===== config.mk =====
export PLATFORM = sky130hd
export DESIGN_NAME = simon_game_ctrl
export DESIGN_NICKNAME = d
export VERILOG_FILES = /design/src/rtl/simon_game_ctrl.sv
export SDC_FILE = /design/constraint.sdc
export NUM_CORES = 1
export LEC_CHECK = 0
export ABC_AREA = 1
export ABC_CLOCK_PERIOD_IN_PS = 1160
export CAP_MARGIN = 20
export CORE_ASPECT_RATIO = 1.5
export CORE_MARGIN = 5
export CORE_UTILIZATION = 30
export DETAILED_ROUTE_END_ITERATION = 8
export PLACE_DENSITY_LB_ADDON = 0.2
export SYNTH_ARGS = -nofsm -noshare
export SYNTH_HDL_FRONTEND = slang
export SYNTH_SLANG_ARGS = --single-unit
export TNS_END_PERCENT = 30

===== constraint.sdc =====
create_clock -name clk -period 1.16 [get_ports clk]
set_input_delay 0.232 -clock clk [delete_from_list [all_inputs] [get_ports clk]]
set_output_delay 0.232 -clock clk [all_outputs]
set_load 0.02 [all_outputs]

===== src/rtl/simon_game_ctrl.sv =====
// Simon Says game sequencer: grows the colour sequence, plays it back and checks presses.
// Optional build macro SIMON_TIMEOUT_EN adds a per-press pulse timeout in PLAYER.
module simon_game_ctrl #(
    parameter int unsigned MAX_ROUNDS     = 32,
    parameter int unsigned SPEED_STEP     = 4,
    parameter int unsigned TIMEOUT_PULSES = 8
) (
    input  logic       clk,
    input  logic       reset,
    input  logic       start_game,
    input  logic       rng_valid,
    input  logic       pulse,
    input  logic       press_valid,
    input  logic [1:0] press_colour,
    input  logic [2:0] seg_colour,
    output logic       rst_seedgen,
    output logic       rng_start,
    output logic       load_colour,
    output logic       load_speed,
    output logic [2:0] speed,
    output logic       flash_colour,
    output logic [4:0] seg_idx,
    output logic       player_turn,
    output logic [5:0] round_len,
    output logic       game_over,
    output logic       game_won
);

    localparam int unsigned IDX_W = 5;
    localparam int unsigned LEN_W = 6;
    localparam int unsigned SPD_W = 3;
    localparam int unsigned CLR_W = 2;

    if (MAX_ROUNDS == 0 || MAX_ROUNDS > 32) begin : g_bad_max_rounds
        $error("MAX_ROUNDS must be in 1..32");
    end
    if (SPEED_STEP == 0 || SPEED_STEP > 63) begin : g_bad_speed_step
        $error("SPEED_STEP must be in 1..63");
    end
    if (TIMEOUT_PULSES == 0 || TIMEOUT_PULSES > 16) begin : g_bad_timeout
        $error("TIMEOUT_PULSES must be in 1..16");
    end

    typedef enum logic [3:0] {
        S_IDLE,
        S_GEN,
        S_LOAD,
        S_ARM,
        S_SHOW_ON,
        S_SHOW_OFF,
        S_PLAYER,
        S_CHECK,
        S_LOSE,
        S_WIN
    } state_t;

    state_t             state_q, state_n;
    logic [LEN_W-1:0]   round_len_n;
    logic [IDX_W-1:0]   seg_idx_n;
    logic [SPD_W-1:0]   speed_n;
    logic [CLR_W-1:0]   press_q, press_n;
    logic [LEN_W-1:0]   speed_lvl;
    logic               match;

`ifdef SIMON_TIMEOUT_EN
    logic [3:0]         to_cnt_q, to_cnt_n;
`endif

    // Next state and the values the registered outputs take on the coming edge
    always_comb begin
        state_n     = state_q;
        round_len_n = round_len;
        seg_idx_n   = seg_idx;
        speed_n     = speed;
        press_n     = press_q;
        // old round_len equals (new length - 1), the level the new round plays at
        speed_lvl   = round_len / LEN_W'(SPEED_STEP);
        match       = !seg_colour[2] && (seg_colour[1:0] == press_q);
`ifdef SIMON_TIMEOUT_EN
        to_cnt_n    = (state_q == S_PLAYER) ? to_cnt_q : 4'd0;
`endif

        case (state_q)
            S_IDLE: begin
                if (start_game) begin
                    state_n     = S_GEN;
                    round_len_n = '0;
                end
            end
            S_GEN: begin
                if (rng_valid) begin
                    state_n = S_LOAD;
                    if (round_len < LEN_W'(MAX_ROUNDS)) begin
                        round_len_n = round_len + LEN_W'(1);
                    end
                    speed_n = (speed_lvl > LEN_W'(4)) ? SPD_W'(4) : SPD_W'(speed_lvl);
                end
            end
            S_LOAD: begin
                state_n   = S_ARM;
                seg_idx_n = IDX_W'(round_len - LEN_W'(1));
            end
            S_ARM: begin
                state_n = S_SHOW_ON;
            end
            S_SHOW_ON: begin
                if (pulse) begin
                    state_n = S_SHOW_OFF;
                end
            end
            S_SHOW_OFF: begin
                if (pulse) begin
                    if (seg_idx == '0) begin
                        state_n   = S_PLAYER;
                        seg_idx_n = IDX_W'(round_len - LEN_W'(1));
                    end else begin
                        state_n   = S_SHOW_ON;
                        seg_idx_n = seg_idx - IDX_W'(1);
                    end
                end
            end
            S_PLAYER: begin
                if (press_valid) begin
                    state_n = S_CHECK;
                    press_n = press_colour;
`ifdef SIMON_TIMEOUT_EN
                    to_cnt_n = 4'd0;
                end else if (pulse) begin
                    if (to_cnt_q == 4'(TIMEOUT_PULSES - 1)) begin
                        state_n = S_LOSE;
                    end else begin
                        to_cnt_n = to_cnt_q + 4'd1;
                    end
`endif
                end
            end
            S_CHECK: begin
                if (!match) begin
                    state_n = S_LOSE;
                end else if (seg_idx != '0) begin
                    state_n   = S_PLAYER;
                    seg_idx_n = seg_idx - IDX_W'(1);
                end else if (round_len == LEN_W'(MAX_ROUNDS)) begin
                    state_n = S_WIN;
                end else begin
                    state_n = S_GEN;
                end
            end
            S_LOSE, S_WIN: begin
                if (start_game) begin
                    state_n = S_IDLE;
                end
            end
            default: begin
                state_n = S_IDLE;
            end
        endcase
    end

    // Registered state, datapath and outputs decoded from the next state
    always_ff @(posedge clk) begin
        if (reset) begin
            state_q      <= S_IDLE;
            press_q      <= '0;
            round_len    <= '0;
            seg_idx      <= '0;
            speed        <= '0;
            rst_seedgen  <= 1'b0;
            rng_start    <= 1'b0;
            load_colour  <= 1'b0;
            load_speed   <= 1'b0;
            flash_colour <= 1'b0;
            player_turn  <= 1'b0;
            game_over    <= 1'b0;
            game_won     <= 1'b0;
        end else begin
            state_q      <= state_n;
            press_q      <= press_n;
            round_len    <= round_len_n;
            seg_idx      <= seg_idx_n;
            speed        <= speed_n;
            rst_seedgen  <= ((state_n == S_LOSE) && (state_q != S_LOSE)) ||
                            ((state_n == S_WIN)  && (state_q != S_WIN));
            rng_start    <= (state_n == S_GEN);
            load_colour  <= (state_n == S_LOAD);
            load_speed   <= (state_n == S_ARM);
            flash_colour <= (state_n == S_SHOW_ON);
            player_turn  <= (state_n == S_PLAYER);
            game_over    <= (state_n == S_LOSE);
            game_won     <= (state_n == S_WIN);
        end
    end

`ifdef SIMON_TIMEOUT_EN
    always_ff @(posedge clk) begin
        if (reset) begin
            to_cnt_q <= 4'd0;
        end else begin
            to_cnt_q <= to_cnt_n;
        end
    end
`endif

endmodule

==> results of run 1 <==
worst max path at each step:
stage                                      from                        end  slack (ns)
final                     state_q[1]$_SDFF_PP0_  round_len[5]$_SDFFE_PP0P_       -0.18
after global routing      state_q[1]$_SDFF_PP0_  round_len[5]$_SDFFE_PP0P_       -0.28
after CTS                 state_q[3]$_SDFF_PP0_    seg_idx[3]$_SDFFE_PP0P_       -0.18
after detailed placement          seg_colour[0]       rng_start$_SDFF_PP0_       -0.46
after global placement            seg_colour[0]        game_won$_SDFF_PP0_       -0.41
after floorplan           state_q[0]$_SDFF_PP0_  round_len[5]$_SDFFE_PP0P_       -0.09
layer usage:
metal,up-vias,track usage
met5,-,0
met4,0,0.05210
met3,8,0.01870
met2,23,0.2550
met1,824,0.1271
li1,966,-
layout by cell type, fill, tap and decap left out, drive strengths merged:
master          n
nor3            3
inv            38
nor2           52
a21oi          13
ha              4
clkdlybuf4s50   8
nand3          24
nand3b          1
o211ai          2
nand4           5
o21ai          10
nand2          70
xor2            7
buf            52
dlymetal6s2s    1
dfxtp          28
clkdlybuf4s15   5
dlygate4sd2     1
clkbuf         10
xnor2           1
logic make-up (layout without fill, tap and decap cells):
kind of cell,count (synthesis),after routing,synth area share
simple gates,154,155,0.4143
buf+inv,43,115,0.09823
flops,28,28,0.3309
compound gates,25,25,0.08567
xor+xnor,8,8,0.04136
fa+ha+maj,4,4,0.02954
sequential cells by signal, indices dropped and copies added, names as in the netlist:
signal / cells
flash_colour: 1
game_over: 1
game_won: 1
load_colour: 1
load_speed: 1
player_turn: 1
press_q: 2
rng_start: 1
round_len: 6
rst_seedgen: 1
seg_idx: 5
speed: 3
state_q: 4
area by class of cell:
type	count	area, µm²
Timing Repair Buffer	73	584.3
Fill cell	581	2856
Inverter	38	162.7
Tap cell	70	87.58
Sequential cell	28	598.1
Clock buffer	4	55.05
Multi-Input combinational cell	192	1147
worst max-delay path: cells and delay by family, from the launching register on:
| kind | cells | cell delay (ns) |
|---|---|---|
| flip-flops | 1 | 0.37 |
| buffers and inverters | 2 | 0.21 |
| AND/OR/NAND/NOR | 6 | 0.50 |
| AO/OA/AOI/OAI | 1 | 0.17 |
timing repair:
action	CTS	global route
buffers inserted	0	3
pin swaps	2	16
cloned	0	1
resized for setup	73	55
endpoints found under the hold margin	0	0
setup endpoints to repair	48	40
through the flow:
stage	setup slack, ns	hold WS (ns)	TNS [ns]	cell area, µm²
4_1_cts	-0.1802	0.4732	-3.267	2531
3_3_place_gp	-0.4102	0.4531	-8.656	2460
3_5_place_dp	-0.4599	0.4569	-9.041	2460
5_1_grt	-0.2800	0.4998	-4.859	2635
6_report	-0.1828	0.4725	-2.553	2635
2_1_floorplan	-0.08539	0.3835	-0.7905	1788
Yosys cell counts:
cell,instances
sky130_fd_sc_hd__nand2_1,65
sky130_fd_sc_hd__nor2_1,48
sky130_fd_sc_hd__inv_1,32
sky130_fd_sc_hd__dfxtp_1,28
sky130_fd_sc_hd__nand3_1,20
sky130_fd_sc_hd__a21oi_1,12
sky130_fd_sc_hd__o21ai_0,8
sky130_fd_sc_hd__xor2_1,7
sky130_fd_sc_hd__inv_2,6
sky130_fd_sc_hd__nand4_1,5
sky130_fd_sc_hd__ha_1,4
sky130_fd_sc_hd__clkbuf_1,3
sky130_fd_sc_hd__nand2_2,3
sky130_fd_sc_hd__nand2_4,2
sky130_fd_sc_hd__nand3_2,2
sky130_fd_sc_hd__nor2_2,2
sky130_fd_sc_hd__nor2_4,2
sky130_fd_sc_hd__nor3_2,2
sky130_fd_sc_hd__o211ai_1,2
sky130_fd_sc_hd__a21oi_2,1
sky130_fd_sc_hd__buf_2,1
sky130_fd_sc_hd__buf_4,1
sky130_fd_sc_hd__nand3_4,1
sky130_fd_sc_hd__nand3b_1,1
sky130_fd_sc_hd__nor3_1,1
sky130_fd_sc_hd__o21ai_1,1
sky130_fd_sc_hd__o21ai_4,1
sky130_fd_sc_hd__xnor2_1,1
power groups by stage:
stage	Combinational (µW)	Clock, µW	Sequential (µW)
finish	766	603	1030
global route	842	671	1040
CTS	731	635	1030
detailed placement	735	0	1060
global placement	733	0	1060
floorplan	402	0	1090
==> results.txt, run 1 <==
The net count reported at finish came out at about 350. The worst hold path was traced through 2 stages. The most frequent cell on the critical path is sky130_fd_sc_hd__nor2_1. By area the synthesized netlist is led by sky130_fd_sc_hd__dfxtp_1, sky130_fd_sc_hd__nand2_1, sky130_fd_sc_hd__nor2_1, sky130_fd_sc_hd__inv_1, sky130_fd_sc_hd__nand3_1. The TritonCTS sink count came out at 28. The highest signal layer in the routed design is met4. The tool flagged a number of max-cap violations equal to 0.

In this run the most critical hold path is launched from speed[1]$_SDFFE_PP0P_. The routability congestion estimate is approximately 0.91. Walking the worst path, the cells encountered are buf_12, nor2_4, nand2_2, o21ai_4, nand2_4, inv_4, nor2_1, nor2_1, nor2_1. The later pin in the worst-skew pair is clocked with a latency of 0.27 ns. The startpoint identified for the worst register-to-register timing path is state_q[1]$_SDFF_PP0_. The number of hold violations in the final report is 0. The number of setup violations in the final report is 25.

The endpoint class of the critical path is a register. The synthesized design spends more area on one cell type than any other, namely sky130_fd_sc_hd__dfxtp_1. The type of the worst setup path is register to register. The switching power share of the total is 0.3195. For this design the top-level I/O count stands at 33. The largest fanout on the critical path came out at 7. The maximum level of the CTS H-tree came out at 1. The hold-fix buffer count after cts is 0. Internal power comes to between 1500 and 2000 µW. The vertical extent of the die is 102.0 µm. The transition at the pin with the smallest max-transition slack came out at 0.2999 ns.

The static leakage power is around 0.0013 µW. The reg-to-reg critical path endpoint is round_len[5]$_SDFFE_PP0P_. The routed length on met2 came out at roughly 2600 µm.

The effective utilization at floorplan is 0.3085. The count of buffers inserted at the top-level ports came out at 32. The number of vias per cell came out at between 4 and 5.

On the worst path, the slowest cell contributes a delay of around 0.37 ns. The repair_antennas step left the layout with diodes totalling 0. The internal reg-to-reg setup slack is -0.18 ns.

The detailed-router iteration count before antenna repair is 4. The cell count of the worst reg-to-reg path is 9. The CTS tree is yes.

The worst min-delay path endpoint is speed[1]$_SDFFE_PP0P_. The met3 wirelength from detailed routing came out at 120 µm. Between clock sinks in the finished design, the worst skew comes to approximately 0.006 ns. The power density over the cells came out at roughly 900 nW/µm². The area inside the core boundary came out at ~5500 µm². The share of power burned in registers came out at 0.429. The growth of design area from synthesis to finish came out at 55.54%.

Of the synthesized area, sequential elements account for 0.3309. The half-perimeter wire length after placement is about 3800 µm. The design draws around 2400 µW. The deepest clock path buffer count is 2. The number of placed instances with taps included is 397. The clock-pin transition on the worst setup and hold timing paths is roughly 0.1 ns. The DRC violations left came out at 0. The slack of the critical path is -0.1828 ns. The die covers 7281 µm².

In this run, the number of DRC markers left after iteration 0 of detailed routing was 92. CTS placed an instance of sky130_fd_sc_hd__clkbuf_8 at the clock tree root. The run finished, with violations left.

The initial antenna violation count was 0. The clock power share came out at 0.251. The Yosys step of the flow raised 0 warnings. The part of the power in combinational logic is 0.319. The clock period minus final worst setup slack came out at between 1 and 1.5 ns. The number of pins with negative max-slew slack in the final report came to 0.

The number of nets with antenna violations after detailed routing came out at 0. The average size of a mapped cell is 6.466 µm². The detailed-route wire length per cell came out at between 10 and 15 µm. The number of rows created at floorplan is 33. The number of global-route vias before repair was ~1700. The synthesized cell area came out at between 1500 and 2000 µm². The detailed-routing wirelength on met1 came out at 1906 µm. The fraction of final layout cells sized beyond drive strength 1 came out at 0.4209. The post-synth net total is approximately 280. The checks that failed: setup timing. The worst hold path belongs to the class register to register. After global routing the overflow that remains totals 0.

The number of storage elements in the synthesis netlist came out at 28. The worst max-slew margin expressed relative to the limit came out at 0.7992. Buffers inserted during clock tree synthesis total 3. The first-pass GRT wire length came out at 7369 µm. The switching power is around 770 µW. Once layout is complete, the cells apart from fillers number 405. The x dimension of the die is between 70 and 80 µm.

The slowest cell on the critical path is sky130_fd_sc_hd__dfxtp_4. For this block, the routed nets add up to 4741 µm of wire. The worst path required time is roughly 1.3 ns. The worst supply voltage drop on vdd came out at roughly 0.71 mV. The critical path launch point type is a register. The share of the cycle needed by the critical path after routing came out at 1.158. The all-layer global routing usage came out at 0.1272. Of the post-synthesis cell area, the dominant cell type holds 0.3309. Synthesis produced a netlist whose cell count is approximately 260. Data arrives at the worst endpoint at around 1.5 ns. Counting distinct cell types in the post-synthesis netlist gives 28. The final core area utilization came out at 0.4798.

The total via count after detailed routing is roughly 1800. The maximum number of pins on one net before global-route repair is 16. Setup repair after global routing could not meet its margin everywhere. Static timing analysis puts the maximum clock frequency at between 0.7 and 0.8 GHz.
(Power assumes the default switching activity.)
==> inputs of run 2 (changes only) <==
- ABC_AREA: 1 -> default
- GPL_TIMING_DRIVEN: default -> 0
- HOLD_SLACK_MARGIN: default -> 0.08
==> results.txt, run 2 <==
The worst min-delay path startpoint was speed[2]$_SDFFE_PP0P_ (was speed[1]$_SDFFE_PP0P_). The number of I/O pins came out at 33 (unchanged). The number of pins with negative max-slew slack in the final report came to 0 (unchanged). The number of warnings issued by yosys is 0 (unchanged).

Top post-synthesis cells by count: sky130_fd_sc_hd__nor2_1, sky130_fd_sc_hd__dfxtp_1, sky130_fd_sc_hd__a21oi_1, sky130_fd_sc_hd__nand2_1 (was sky130_fd_sc_hd__nand2_1, sky130_fd_sc_hd__nor2_1, sky130_fd_sc_hd__inv_1, sky130_fd_sc_hd__dfxtp_1, sky130_fd_sc_hd__nand3_1). The detailed-router iteration count before antenna repair is 4 (unchanged). The worst min-delay path endpoint is speed[2]$_SDFFE_PP0P_ (was speed[1]$_SDFFE_PP0P_). The post-route cell area is 2556 µm² (was 2635 µm²). The static leakage power is 0.0009849 µW (was 0.001282 µW). The deepest clock path buffer count came out at 2 (unchanged). The power density over the cells was 1000 nW/µm² (was 910.3 nW/µm²). The half-perimeter wire length after placement came out at 3040 µm (was 3784 µm). The cell count of the worst reg-to-reg path came out at 7 (was 9). The kind of path behind the tightest hold check is register to register (unchanged). The growth of design area from synthesis to finish came out at 65.16% (was 55.54%). The number of vias per cell came out at 5.029 (was 4.496). The number of synthesized flops with an enable pin is 0 (unchanged). The maximum level of the CTS H-tree is 1 (unchanged). The detailed-route wire length per cell came out at 14.59 µm (was 11.71 µm). The largest register by flop count was round_len (unchanged). The routability congestion estimate came out at 0.8832 (was 0.9104). The worst-skew pair later-pin latency is 0.28 ns (was 0.27 ns). The number of DRC markers after the initial detailed-route iteration is 55 (was 92).

The type of the worst setup path is register to register (unchanged). The flip-flop count of the largest register after layout came out at 6 (unchanged). The net count reported at finish came out at 259 (was 351). Cell chain of the critical path: inv_4, ha_4, or4b_4, a221oi_4, a211o_2, o21ai_1, a21oi_1 (was buf_12, nor2_4, nand2_2, o21ai_4, nand2_4, inv_4, nor2_1, nor2_1, nor2_1). The hold-fix buffer count after cts was 0 (unchanged).

The most common library cell in the layout ignoring fill and taps is sky130_fd_sc_hd__nor2_1 (was sky130_fd_sc_hd__nand2_1). The reg-to-reg critical path endpoint was seg_idx[3]$_SDFFE_PP0P_ (was round_len[5]$_SDFFE_PP0P_). The cell with the most instances after synthesis is sky130_fd_sc_hd__nor2_1 (was sky130_fd_sc_hd__nand2_1). The number of hold violations in the final report came to 0 (unchanged). The biggest cell delay along the critical path came out at 0.50 ns (was 0.37 ns). The transition at the pin with the smallest max-transition slack is 0.5905 ns (was 0.2999 ns). Top area cells in the synthesized netlist: sky130_fd_sc_hd__dfxtp_1, sky130_fd_sc_hd__nor2_1, sky130_fd_sc_hd__a21oi_1, sky130_fd_sc_hd__mux2i_1, sky130_fd_sc_hd__xnor2_1 (was sky130_fd_sc_hd__dfxtp_1, sky130_fd_sc_hd__nand2_1, sky130_fd_sc_hd__nor2_1, sky130_fd_sc_hd__inv_1, sky130_fd_sc_hd__nand3_1).

The share of the synthesized area in the top cell type is 0.3622 (was 0.3309). The accumulated negative setup slack came out at -15.33 ns (was -2.553 ns). The number of global-route vias before repair came out at 1567 (was 1735). The total wire length after detailed routing was 4537 µm (was 4741 µm).

The final-layout worst hold slack is 0.4973 ns (was 0.4725 ns). The fraction of final layout cells sized beyond drive strength 1 is 0.4650 (was 0.4209). The CTS tree is yes (unchanged). The DRC violations left came out at 0 (unchanged). The number of storage elements in the synthesis netlist came out at 28 (unchanged). The synthesized cell area came out at 1548 µm² (was 1694 µm²).

The x dimension of the die came out at 68.65 µm (was 71.36 µm). The number of rows created at floorplan came out at 32 (was 33). The die area is 6725 µm² (was 7281 µm²). The number of diodes was 0 (unchanged). The total of max-cap violations is 0 (unchanged). The TritonCTS sink count is 28 (unchanged). The average size of a mapped cell came out at 8.458 µm² (was 6.466 µm²). The post-synth net total came out at 198 (was 277). The worst path arrival time came out at 2.10 ns (was 1.52 ns).

The largest area contributor in the synthesized netlist is sky130_fd_sc_hd__dfxtp_1 (unchanged). The routed length on met2 came out at 2499 µm (was 2602 µm). The effective utilization at floorplan is 0.3044 (was 0.3085). The vertical extent of the die came to 97.97 µm (was 102.0 µm). The worst path required time came out at 1.36 ns (was 1.33 ns). The number of buffers created by CTS came out at 3 (unchanged). The initial antenna violation count came out at 0 (unchanged). The slowest cell on the critical path is sky130_fd_sc_hd__or4b_4 (was sky130_fd_sc_hd__dfxtp_4). The clock-pin transition on the worst setup and hold timing paths came out at 0.11 ns (was 0.10 ns).

Status: finished with violations (unchanged). The internal reg-to-reg setup slack came out at -0.74 ns (was -0.18 ns). The area inside the core boundary is 5085 µm² (was 5492 µm²).

The maximum number of pins on one net before global-route repair came out at 17 (was 16). The number of standard cells after synthesis came out at 183 (was 262). Violated checks: setup timing (unchanged). The count of cells along the worst hold path is 2 (unchanged). The count of buffers inserted at the top-level ports is 32 (unchanged). The maximum clock frequency came out at 0.5266 GHz (was 0.7447 GHz). The filler cell count is 496 (was 581). The post-placement cell area was 2024 µm² (was 2460 µm²). The share of the cycle needed by the critical path after routing was 1.637 (was 1.158). The number of unique standard cell types used by synthesis came out at 46 (was 28). The detailed-routing wirelength on met1 came out at 1729 µm (was 1906 µm). The slack of the critical path came out at -0.7390 ns (was -0.1828 ns). The all-layer global routing usage came out at 0.1367 (was 0.1272). The clock period minus final worst setup slack came out at 1.899 ns (was 1.343 ns). Biggest registers after layout: round_len (6), seg_idx (5), state_q (4) (unchanged).

The number of setup violations in the final report came out at 28 (was 25). The buffer and inverter count on the worst path is 1 (was 2). The category of cells accounting for the largest share of critical-path delay is compound AO/OA/AOI/OAI gates (was simple AND/OR/NAND/NOR gates). The number of nets with antenna violations after detailed routing came out at 0 (unchanged). RSZ-0062 raised after global routing: true (unchanged). The cell at the root of the clock tree was sky130_fd_sc_hd__clkbuf_8 (unchanged). The worst max-slew margin expressed relative to the limit is 0.6063 (was 0.7992). The met3 wirelength from detailed routing is 130 µm (was 120 µm). The largest fanout on the critical path is 5 (was 7).

The total via count after detailed routing came out at 1564 (was 1821). The post-synthesis async set-or-reset flop share came out at 0 (unchanged). The total grt overflow came out at 0 (unchanged). The sequential fraction of the synthesis area is 0.3622 (was 0.3309).

The launching point of the worst reg2reg path is seg_idx[0]$_SDFFE_PP0P_ (was state_q[1]$_SDFF_PP0_). The worst clock skew came out at 0.01139 ns (was 0.006055 ns). Highest-count cells in the layout ignoring fill and taps: sky130_fd_sc_hd__nor2_1, sky130_fd_sc_hd__buf_4, sky130_fd_sc_hd__dfxtp_1 (was sky130_fd_sc_hd__nand2_1, sky130_fd_sc_hd__buf_4, sky130_fd_sc_hd__nor2_1). The worst supply voltage drop on vdd is 0.4317 mV (was 0.7072 mV). The first-pass GRT wire length is 7107 µm (was 7369 µm). The highest signal layer in the routed design is met4 (unchanged). The most used flip-flop cell after synthesis is sky130_fd_sc_hd__dfxtp_1 (unchanged). The critical path launch point type is a register (unchanged).

The pre-CTS setup slack is -1.060 ns (was -0.4599 ns). The endpoint class of the critical path is a register (unchanged).
## run 2: cell count changes after synthesis, moves of 7 or more
cell,previous run,this run
sky130_fd_sc_hd__nand2_1,65,11
sky130_fd_sc_hd__inv_1,32,8
sky130_fd_sc_hd__nor2_1,48,30
sky130_fd_sc_hd__nand3_1,20,5
sky130_fd_sc_hd__nor3_1,1,8
## run 2: routing by layer
layer  vias up  GRT usage
li1        763          -
met1       752     0.1496
met2        39     0.2399
met3        10    0.01611
met4         0    0.07963
met5         -          0
## run 2: power by group
group | total, µW | internal, µW | leakage (µW) | switching [µW]
registers | 1020 | 985 | 0.000236 | 38.1
logic | 752 | 381 | 0.000714 | 371
clock network | 782 | 462 | 0.0000357 | 320
total | 2560 | 1830 | 0.000985 | 730
## run 2: worst max path at each step
stage,startpoint,end,cells after the start
after CTS,seg_idx[0]$_SDFFE_PP0P_,seg_idx[3]$_SDFFE_PP0P_,8
final,seg_idx[0]$_SDFFE_PP0P_,seg_idx[3]$_SDFFE_PP0P_,7
after global placement,seg_colour[1],rng_start$_SDFF_PP0_,6
after detailed placement,seg_colour[1],rng_start$_SDFF_PP0_,6
after floorplan,seg_idx[1]$_SDFFE_PP0P_,seg_idx[1]$_SDFFE_PP0P_,7
after global routing,seg_idx[0]$_SDFFE_PP0P_,seg_idx[4]$_SDFFE_PP0P_,8
## run 2: timing repair
item	in CTS	in global routing
endpoints found under the setup margin	50	35
pin swaps	31	18
resized for setup	112	38
setup buffers	16	8
## run 2: stage by stage
stage	power, µW	std cells	util
3_5_place_dp	1537	283	0.3981
2_1_floorplan	1368	183	-
5_1_grt	2656	311	0.5027
6_report	2557	311	0.5027
4_1_cts	2478	303	0.4663
3_3_place_gp	1535	283	0.3981
## run 2: kinds of logic (layout without fill, tap and decap cells)
family | Yosys count | in the layout | synth area share
AOI/OAI and AO/OA | 38 | 38 | 0.1932
xor gates and xnor gates | 8 | 8 | 0.04527
adders and majority gates | 4 | 4 | 0.03234
buffers and inverters | 16 | 76 | 0.04284
DFF | 28 | 28 | 0.3622
muxes | 7 | 7 | 0.04608
and+or+nand+nor | 82 | 82 | 0.2781
## run 2: worst register-to-register path, cell delays in order, from the launching register on
cell and delay [ns]:
sky130_fd_sc_hd__dfxtp_4 0.37, sky130_fd_sc_hd__inv_4 0.06, sky130_fd_sc_hd__ha_4 0.12, sky130_fd_sc_hd__or4b_4 0.50, sky130_fd_sc_hd__a221oi_4 0.34, sky130_fd_sc_hd__a211o_2 0.21
sky130_fd_sc_hd__o21ai_1 0.08, sky130_fd_sc_hd__a21oi_1 0.15
## run 2: layout make-up
type | count | area, µm² | share of cell area
inverter | 8 | 37.54 | 0.01468
clock buffer | 3 | 41.29 | 0.01615
timing repair buffer | 56 | 475.5 | 0.1860
clock inverter | 1 | 30.03 | 0.01175
tap | 68 | 85.08 | 0.03328
sequential | 28 | 598.1 | 0.2340
buffer | 8 | 67.56 | 0.02643
multi-input combinational | 139 | 1221 | 0.4777
